## config.mk

```make
export PLATFORM = sky130hd
export DESIGN_NAME = instr_encoder
export DESIGN_NICKNAME = d
export VERILOG_FILES = /design/src/rtl/instr_encoder.sv
export SDC_FILE = /design/constraint.sdc
export NUM_CORES = 1
export LEC_CHECK = 0
export CAP_MARGIN = 5
export CORE_MARGIN = 4
export CORE_UTILIZATION = 40
export CTS_CLUSTER_DIAMETER = 40
export DETAILED_ROUTE_END_ITERATION = 7
export GPL_ROUTABILITY_DRIVEN = 0
export PLACE_DENSITY = 0.76
export SETUP_SLACK_MARGIN = 0.1
export SLEW_MARGIN = 5
export SYNTH_ARGS = -nofsm -noshare
export SYNTH_HDL_FRONTEND = slang
export SYNTH_SLANG_ARGS = --single-unit
```

## constraint.sdc

```tcl
create_clock -name clk -period 2.3 [get_ports clk]
set_input_delay 0.46 -clock clk [delete_from_list [all_inputs] [get_ports clk]]
set_output_delay 0.46 -clock clk [all_outputs]
set_load 0.02 [all_outputs]
```

## src/rtl/instr_encoder.sv

```systemverilog
// -----------------------------------------------------------------------------
// instr_encoder
//
// Purpose:
//   Encodes a stream of MIPS-style instruction fields into 32-bit machine words
//   and writes them into an instruction memory, one word per completed write.
//   A session is opened by a one-cycle 'start' pulse and closed by the
//   instruction marked 'in_last'. The write pointer and word count advance only
//   when the memory actually takes a word.
//
// Ports:
//   clk, reset            rising-edge clock, asynchronous active-high reset
//   start, base_addr      open a session and load the first write address
//   in_valid / in_ready   instruction-field handshake (see below)
//   in_last               the accepted instruction ends the session
//   mnem, rs, rt, rd,
//   shamt, funct, imm,
//   target                instruction fields
//   wr_en, wr_addr,
//   wr_data, mem_ready    registered write slot towards the memory
//   busy                  a session is active
//   done                  one-cycle pulse after the session's last write
//   err_illegal           sticky: an illegal mnemonic was accepted
//   wrapped               sticky: a write landed at address MEM_DEPTH-1
//   count                 words written in the current or last session
//
// Handshake:
//   Input side: a transfer happens on a rising edge where in_valid && in_ready.
//   in_ready is high only in LOAD and only when the output slot is empty or is
//   being emptied in the same cycle; in_ready never depends on in_valid.
//   Output side: a write completes on a rising edge where wr_en && mem_ready;
//   while wr_en && !mem_ready the slot holds wr_addr/wr_data unchanged.
// -----------------------------------------------------------------------------
module instr_encoder #(
  parameter int MEM_DEPTH = 256,
  parameter int AW        = 8
) (
  input  logic          clk,
  input  logic          reset,
  input  logic          start,
  input  logic [AW-1:0] base_addr,
  input  logic          in_valid,
  output logic          in_ready,
  input  logic          in_last,
  input  logic [3:0]    mnem,
  input  logic [4:0]    rs,
  input  logic [4:0]    rt,
  input  logic [4:0]    rd,
  input  logic [4:0]    shamt,
  input  logic [5:0]    funct,
  input  logic [15:0]   imm,
  input  logic [25:0]   target,
  output logic          wr_en,
  output logic [AW-1:0] wr_addr,
  output logic [31:0]   wr_data,
  input  logic          mem_ready,
  output logic          busy,
  output logic          done,
  output logic          err_illegal,
  output logic          wrapped,
  output logic [AW:0]   count
);

  // Saturation value for count; fits because count is one bit wider than AW.
  localparam logic [AW:0]   COUNT_MAX = (AW+1)'(MEM_DEPTH);
  localparam logic [AW-1:0] ADDR_LAST = {AW{1'b1}};
  localparam logic [AW-1:0] ADDR_ONE  = AW'(1);

  typedef enum logic [1:0] {
    S_IDLE  = 2'd0,
    S_LOAD  = 2'd1,
    S_FLUSH = 2'd2
  } state_t;

  state_t        r_state;
  state_t        w_next_state;

  logic [AW-1:0] r_ptr;
  logic          r_wr_en;
  logic [AW-1:0] r_wr_addr;
  logic [31:0]   r_wr_data;
  logic [AW:0]   r_count;
  logic          r_err;
  logic          r_wrapped;
  logic          r_done;

  logic          w_in_ready;
  logic          w_hs;
  logic          w_wr_done;
  logic          w_start_go;
  logic          w_flush_empty;
  logic          w_legal;
  logic [31:0]   w_word;
  logic [AW-1:0] w_slot_addr;

  // ---------------------------------------------------------------------------
  // Handshake decode
  // ---------------------------------------------------------------------------
  assign w_wr_done     = r_wr_en && mem_ready;
  assign w_in_ready    = (r_state == S_LOAD) && (!r_wr_en || mem_ready);
  assign w_hs          = in_valid && w_in_ready;
  assign w_start_go    = (r_state == S_IDLE) && start;
  // In FLUSH the slot is (or becomes) empty this cycle: nothing pending, or the
  // pending word is being taken right now.
  assign w_flush_empty = (r_state == S_FLUSH) && (!r_wr_en || mem_ready);

  // An instruction accepted in the same cycle that the previous word completes
  // must take the address after that word, since the pointer only moves on
  // completion.
  assign w_slot_addr   = w_wr_done ? (r_ptr + ADDR_ONE) : r_ptr;

  // ---------------------------------------------------------------------------
  // Instruction encoder
  // ---------------------------------------------------------------------------
  always_comb begin
    w_word  = 32'd0;
    w_legal = 1'b1;
    case (mnem)
      4'd0:    w_word = {6'b000000, rs, rt, rd, shamt, funct};  // R-type
      4'd1:    w_word = {6'b001000, rs, rt, imm};               // addi
      4'd2:    w_word = {6'b001111, 5'b00000, rt, imm};         // lui (rs forced 0)
      4'd3:    w_word = {6'b001101, rs, rt, imm};               // ori
      4'd4:    w_word = {6'b001100, rs, rt, imm};               // andi
      4'd5:    w_word = {6'b001110, rs, rt, imm};               // xori
      4'd6:    w_word = {6'b100011, rs, rt, imm};               // lw
      4'd7:    w_word = {6'b101011, rs, rt, imm};               // sw
      4'd8:    w_word = {6'b000100, rs, rt, imm};               // beq
      4'd9:    w_word = {6'b000101, rs, rt, imm};               // bne
      4'd10:   w_word = {6'b000010, target};                    // j
      4'd11:   w_word = {6'b000011, target};                    // jal
      default: w_legal = 1'b0;                                  // 12..15
    endcase
  end

  // ---------------------------------------------------------------------------
  // FSM: state register
  // ---------------------------------------------------------------------------
  always_ff @(posedge clk or posedge reset) begin
    if (reset) begin
      r_state <= S_IDLE;
    end else begin
      r_state <= w_next_state;
    end
  end

  // ---------------------------------------------------------------------------
  // FSM: next state
  // ---------------------------------------------------------------------------
  always_comb begin
    w_next_state = r_state;
    case (r_state)
      S_IDLE: begin
        if (start) begin
          w_next_state = S_LOAD;
        end
      end
      S_LOAD: begin
        if (w_hs && in_last) begin
          w_next_state = S_FLUSH;
        end
      end
      S_FLUSH: begin
        // An illegal last instruction never fills the slot, so this exits on
        // the very next cycle in that case.
        if (w_flush_empty) begin
          w_next_state = S_IDLE;
        end
      end
      default: w_next_state = S_IDLE;
    endcase
  end

  // ---------------------------------------------------------------------------
  // Output slot
  // ---------------------------------------------------------------------------
  always_ff @(posedge clk or posedge reset) begin
    if (reset) begin
      r_wr_en   <= 1'b0;
      r_wr_addr <= '0;
      r_wr_data <= 32'd0;
    end else begin
      if (w_hs && w_legal) begin
        r_wr_en   <= 1'b1;
        r_wr_addr <= w_slot_addr;
        r_wr_data <= w_word;
      end else if (w_wr_done) begin
        r_wr_en   <= 1'b0;
      end
    end
  end

  // ---------------------------------------------------------------------------
  // Pointer, count and sticky flags
  // ---------------------------------------------------------------------------
  always_ff @(posedge clk or posedge reset) begin
    if (reset) begin
      r_ptr     <= '0;
      r_count   <= '0;
      r_err     <= 1'b0;
      r_wrapped <= 1'b0;
    end else if (w_start_go) begin
      r_ptr     <= base_addr;
      r_count   <= '0;
      r_err     <= 1'b0;
      r_wrapped <= 1'b0;
    end else begin
      if (w_wr_done) begin
        // MEM_DEPTH is a power of two, so the AW-bit add wraps modulo depth.
        r_ptr <= r_ptr + ADDR_ONE;
        if (r_count != COUNT_MAX) begin
          r_count <= r_count + (AW+1)'(1);
        end
        if (r_wr_addr == ADDR_LAST) begin
          r_wrapped <= 1'b1;
        end
      end
      if (w_hs && !w_legal) begin
        r_err <= 1'b1;
      end
    end
  end

  // ---------------------------------------------------------------------------
  // Session-complete pulse: registered so it lines up with the final count.
  // ---------------------------------------------------------------------------
  always_ff @(posedge clk or posedge reset) begin
    if (reset) begin
      r_done <= 1'b0;
    end else begin
      r_done <= w_flush_empty;
    end
  end

  // ---------------------------------------------------------------------------
  // Outputs
  // ---------------------------------------------------------------------------
  assign in_ready    = w_in_ready;
  assign wr_en       = r_wr_en;
  assign wr_addr     = r_wr_addr;
  assign wr_data     = r_wr_data;
  assign busy        = (r_state != S_IDLE);
  assign done        = r_done;
  assign err_illegal = r_err;
  assign wrapped     = r_wrapped;
  assign count       = r_count;

endmodule
```

==> metrics.txt <==
status=completed; Synth area leader=dfrtp_1; clk buf depth=2; CTS Buf Count=9; CP bufs+invs=2; R2R setup slack=510 ps; initial antenna violation count=0; number of max-cap violations=0; final period utilization=85.56%; synth warn=0; PwrDens=1016 mW/mm^2; Worst Hold Path EP=err_illegal; VDD IR max=0.5593 mV; # IOs=141; Multi-input gate area=0.001642 mm^2; largest net degree at the start of global routing=63; Yosys top cell area share=45.66%; Filler cells=718; ys flop type=dfrtp_1; Die ar.=0.01003 mm^2; Max FO, Critical Path=7; placed cell areas=0.004871 mm^2; Final min period=1968 ps; Clock Skew=11.04 ps; Pre-Repair DR Iteration Count=4; htree depth=3; Hold-fix buffers, CTS=0; vias per inst=5.154; root buf cell=clkbuf_8; CP Launch Type=input port; register area=0.001551 mm^2; R2R cell count=6; crit end category=primary output; CTS sink count=62; Total Power=5.129 mW; num rows=33; cts repair resizes=0; worst-skew pair later-pin latency=330 ps; Initial DRC Count=61; worst r2r dst=count[0]; vias after detailed routing=2912; fraction of layout cells with a size suffix above 1=15.65%; die width=100.2 um; Slew Limit Fails=0; Die Ht=100.2 um; EDFF count, synth=0; Seq/Total Area, Yosys=45.66%; grt ovf=0; syn nets=407; CTS tree=yes; cell family with most CP delay=buffers and inverters; Area Growth Syn to Fin=48.49%; final instance area=0.005046 mm^2; final setup TNS=0 ps; Pleak=2.031 nW; arrival time worst endpoint=1510 ps; Synth Cell Area=0.003398 mm^2; post-CTS setup buffers=0; CP max stage delay=550 ps; most frequent cell after synthesis=dfrtp_1; Hold Path Origin=err_illegal; asr flop ratio synth=100.0%; core area=0.008258 mm^2; post-DR wirelength/cell=16.13 um; Post-Route WL=9114 um; Post-DP HPWL=6799 um; Worst slew margin=62.94%; first-pass GRT wire length=15110 um; DRT antenna net count=0; Synth area leaders=dfrtp_1, mux2_2, o2bb2ai_1; CP required=1840 ps; Avg Cell Area, Syn=10.69 um^2; Diodes inserted=0; HP Class=reg2reg; clk slew on worst S/H paths=70 ps; Yosys reg bits=62; Tightest Pin Transition=548.5 ps; RSZ-0062 raised after global routing=false; overall routing resource usage=18.89%; CP Cell Sequence=clkdlybuf4s50_1, nand2b_4, and2_1, buf_4; Fin Hold WS=501.9 ps; Post-Synthesis Cells=318; IO buf count=139; number of global-route vias before repair=3096; Residual DRC=0; Setup CP Type=in2out; Netlist cell types=50; FMAX=0.5082 GHz; Slowest cell on crit path=clkdlybuf4s50_1; reg2reg start=count[1]; Final Hold Violating Endpoints=0; Final nets=544; Hold Path Stages=2; effective utilization at floorplan=41.15%; Post-synth top cells=dfrtp_1, nor2_1, mux2_2; setup violators final=0
-- cell families (layout without fill, tap and decap cells) --
family                   count (synthesis)  after routing  synth area share (%)
other                                    1              1                0.1104
AND/OR/NAND/NOR                         88             88                 14.10
multiplexers                            29             29                 9.867
XOR/XNOR                                14             14                 3.608
adder cells (fa/ha/maj)                  3              3                 1.105
buffers and inverters                   36            178                 6.038
AO/OA/AOI/OAI                           85             85                 19.51
flip-flops                              62             62                 45.66
-- report_power, final --
group | leakage (nW) | internal, mW | total (mW) | switching (mW)
Combinational | 1.18 | 1.24 | 2.42 | 1.18
Sequential | 0.770 | 1.54 | 1.85 | 0.318
Clock | 0.0841 | 0.414 | 0.855 | 0.441
Total | 2.03 | 3.19 | 5.13 | 1.94
-- flip-flops by register name, summed over array words and instances (netlist names), 2 cells and up --
register / flops
count: 9
r_ptr: 8
r_state: 2
wr_addr: 8
wr_data: 31
-- metal layers --
layer  vias up  global-route usage (%)  part of all wire [%]
met1      1382                   22.84                    40
met3         9                   6.254                   8.6
li1       1427                       -                     -
met2        94                   32.11                    50
met4         0                   5.389                   1.2
met5         -                       0                     0
-- through the flow --
step                instances  setup WS [ps]  util, %
CTS                       565          312.9    61.11
detailed placement        549          179.0    58.98
global route              565          236.4    61.11
floorplan                 318          298.6        -
global placement          549          199.0    58.98
finish                    565          332.1    61.11
-- placed cells by master (no fill, tap or decap), types with 8 or more instances in the layout --
master / count
clkdlybuf4s50_1: 138
dfrtp_1: 62
nor2_1: 29
mux2_2: 26
o2bb2ai_1: 21
nand2_1: 19
a21oi_1: 16
inv_1: 13
o21ai_0: 10
a22oi_2: 10
clkbuf_8: 10
nand4_1: 8
xor2_1: 8
-- tightest hold or removal path, stage by stage (launching register included) --
cell,delay [ps]
dfrtp_1,350
a31oi_1,40
nor2_1,70
-- final cells by class --
type	count	area share, %
sequential	62	30.75
timing repair buffer	148	29.61
clock buffer	10	2.727
multi-input combinational	220	32.53
inverter	14	1.041
tap	105	2.604
clock inverter	6	0.7439
-- worst max path at each step --
stage / startpoint / cells after the start / slack, ps / to
after floorplan: reset / 1 / 300 / count[0]
after CTS: r_state[1] / 3 / 310 / busy
after detailed placement: mnem[1] / 5 / 180 / wr_data[15]
after global routing: r_state[1] / 3 / 240 / busy
final: mem_ready / 4 / 330 / in_ready
after global placement: mnem[1] / 5 / 200 / wr_data[9]
(Power assumes the default switching activity.)
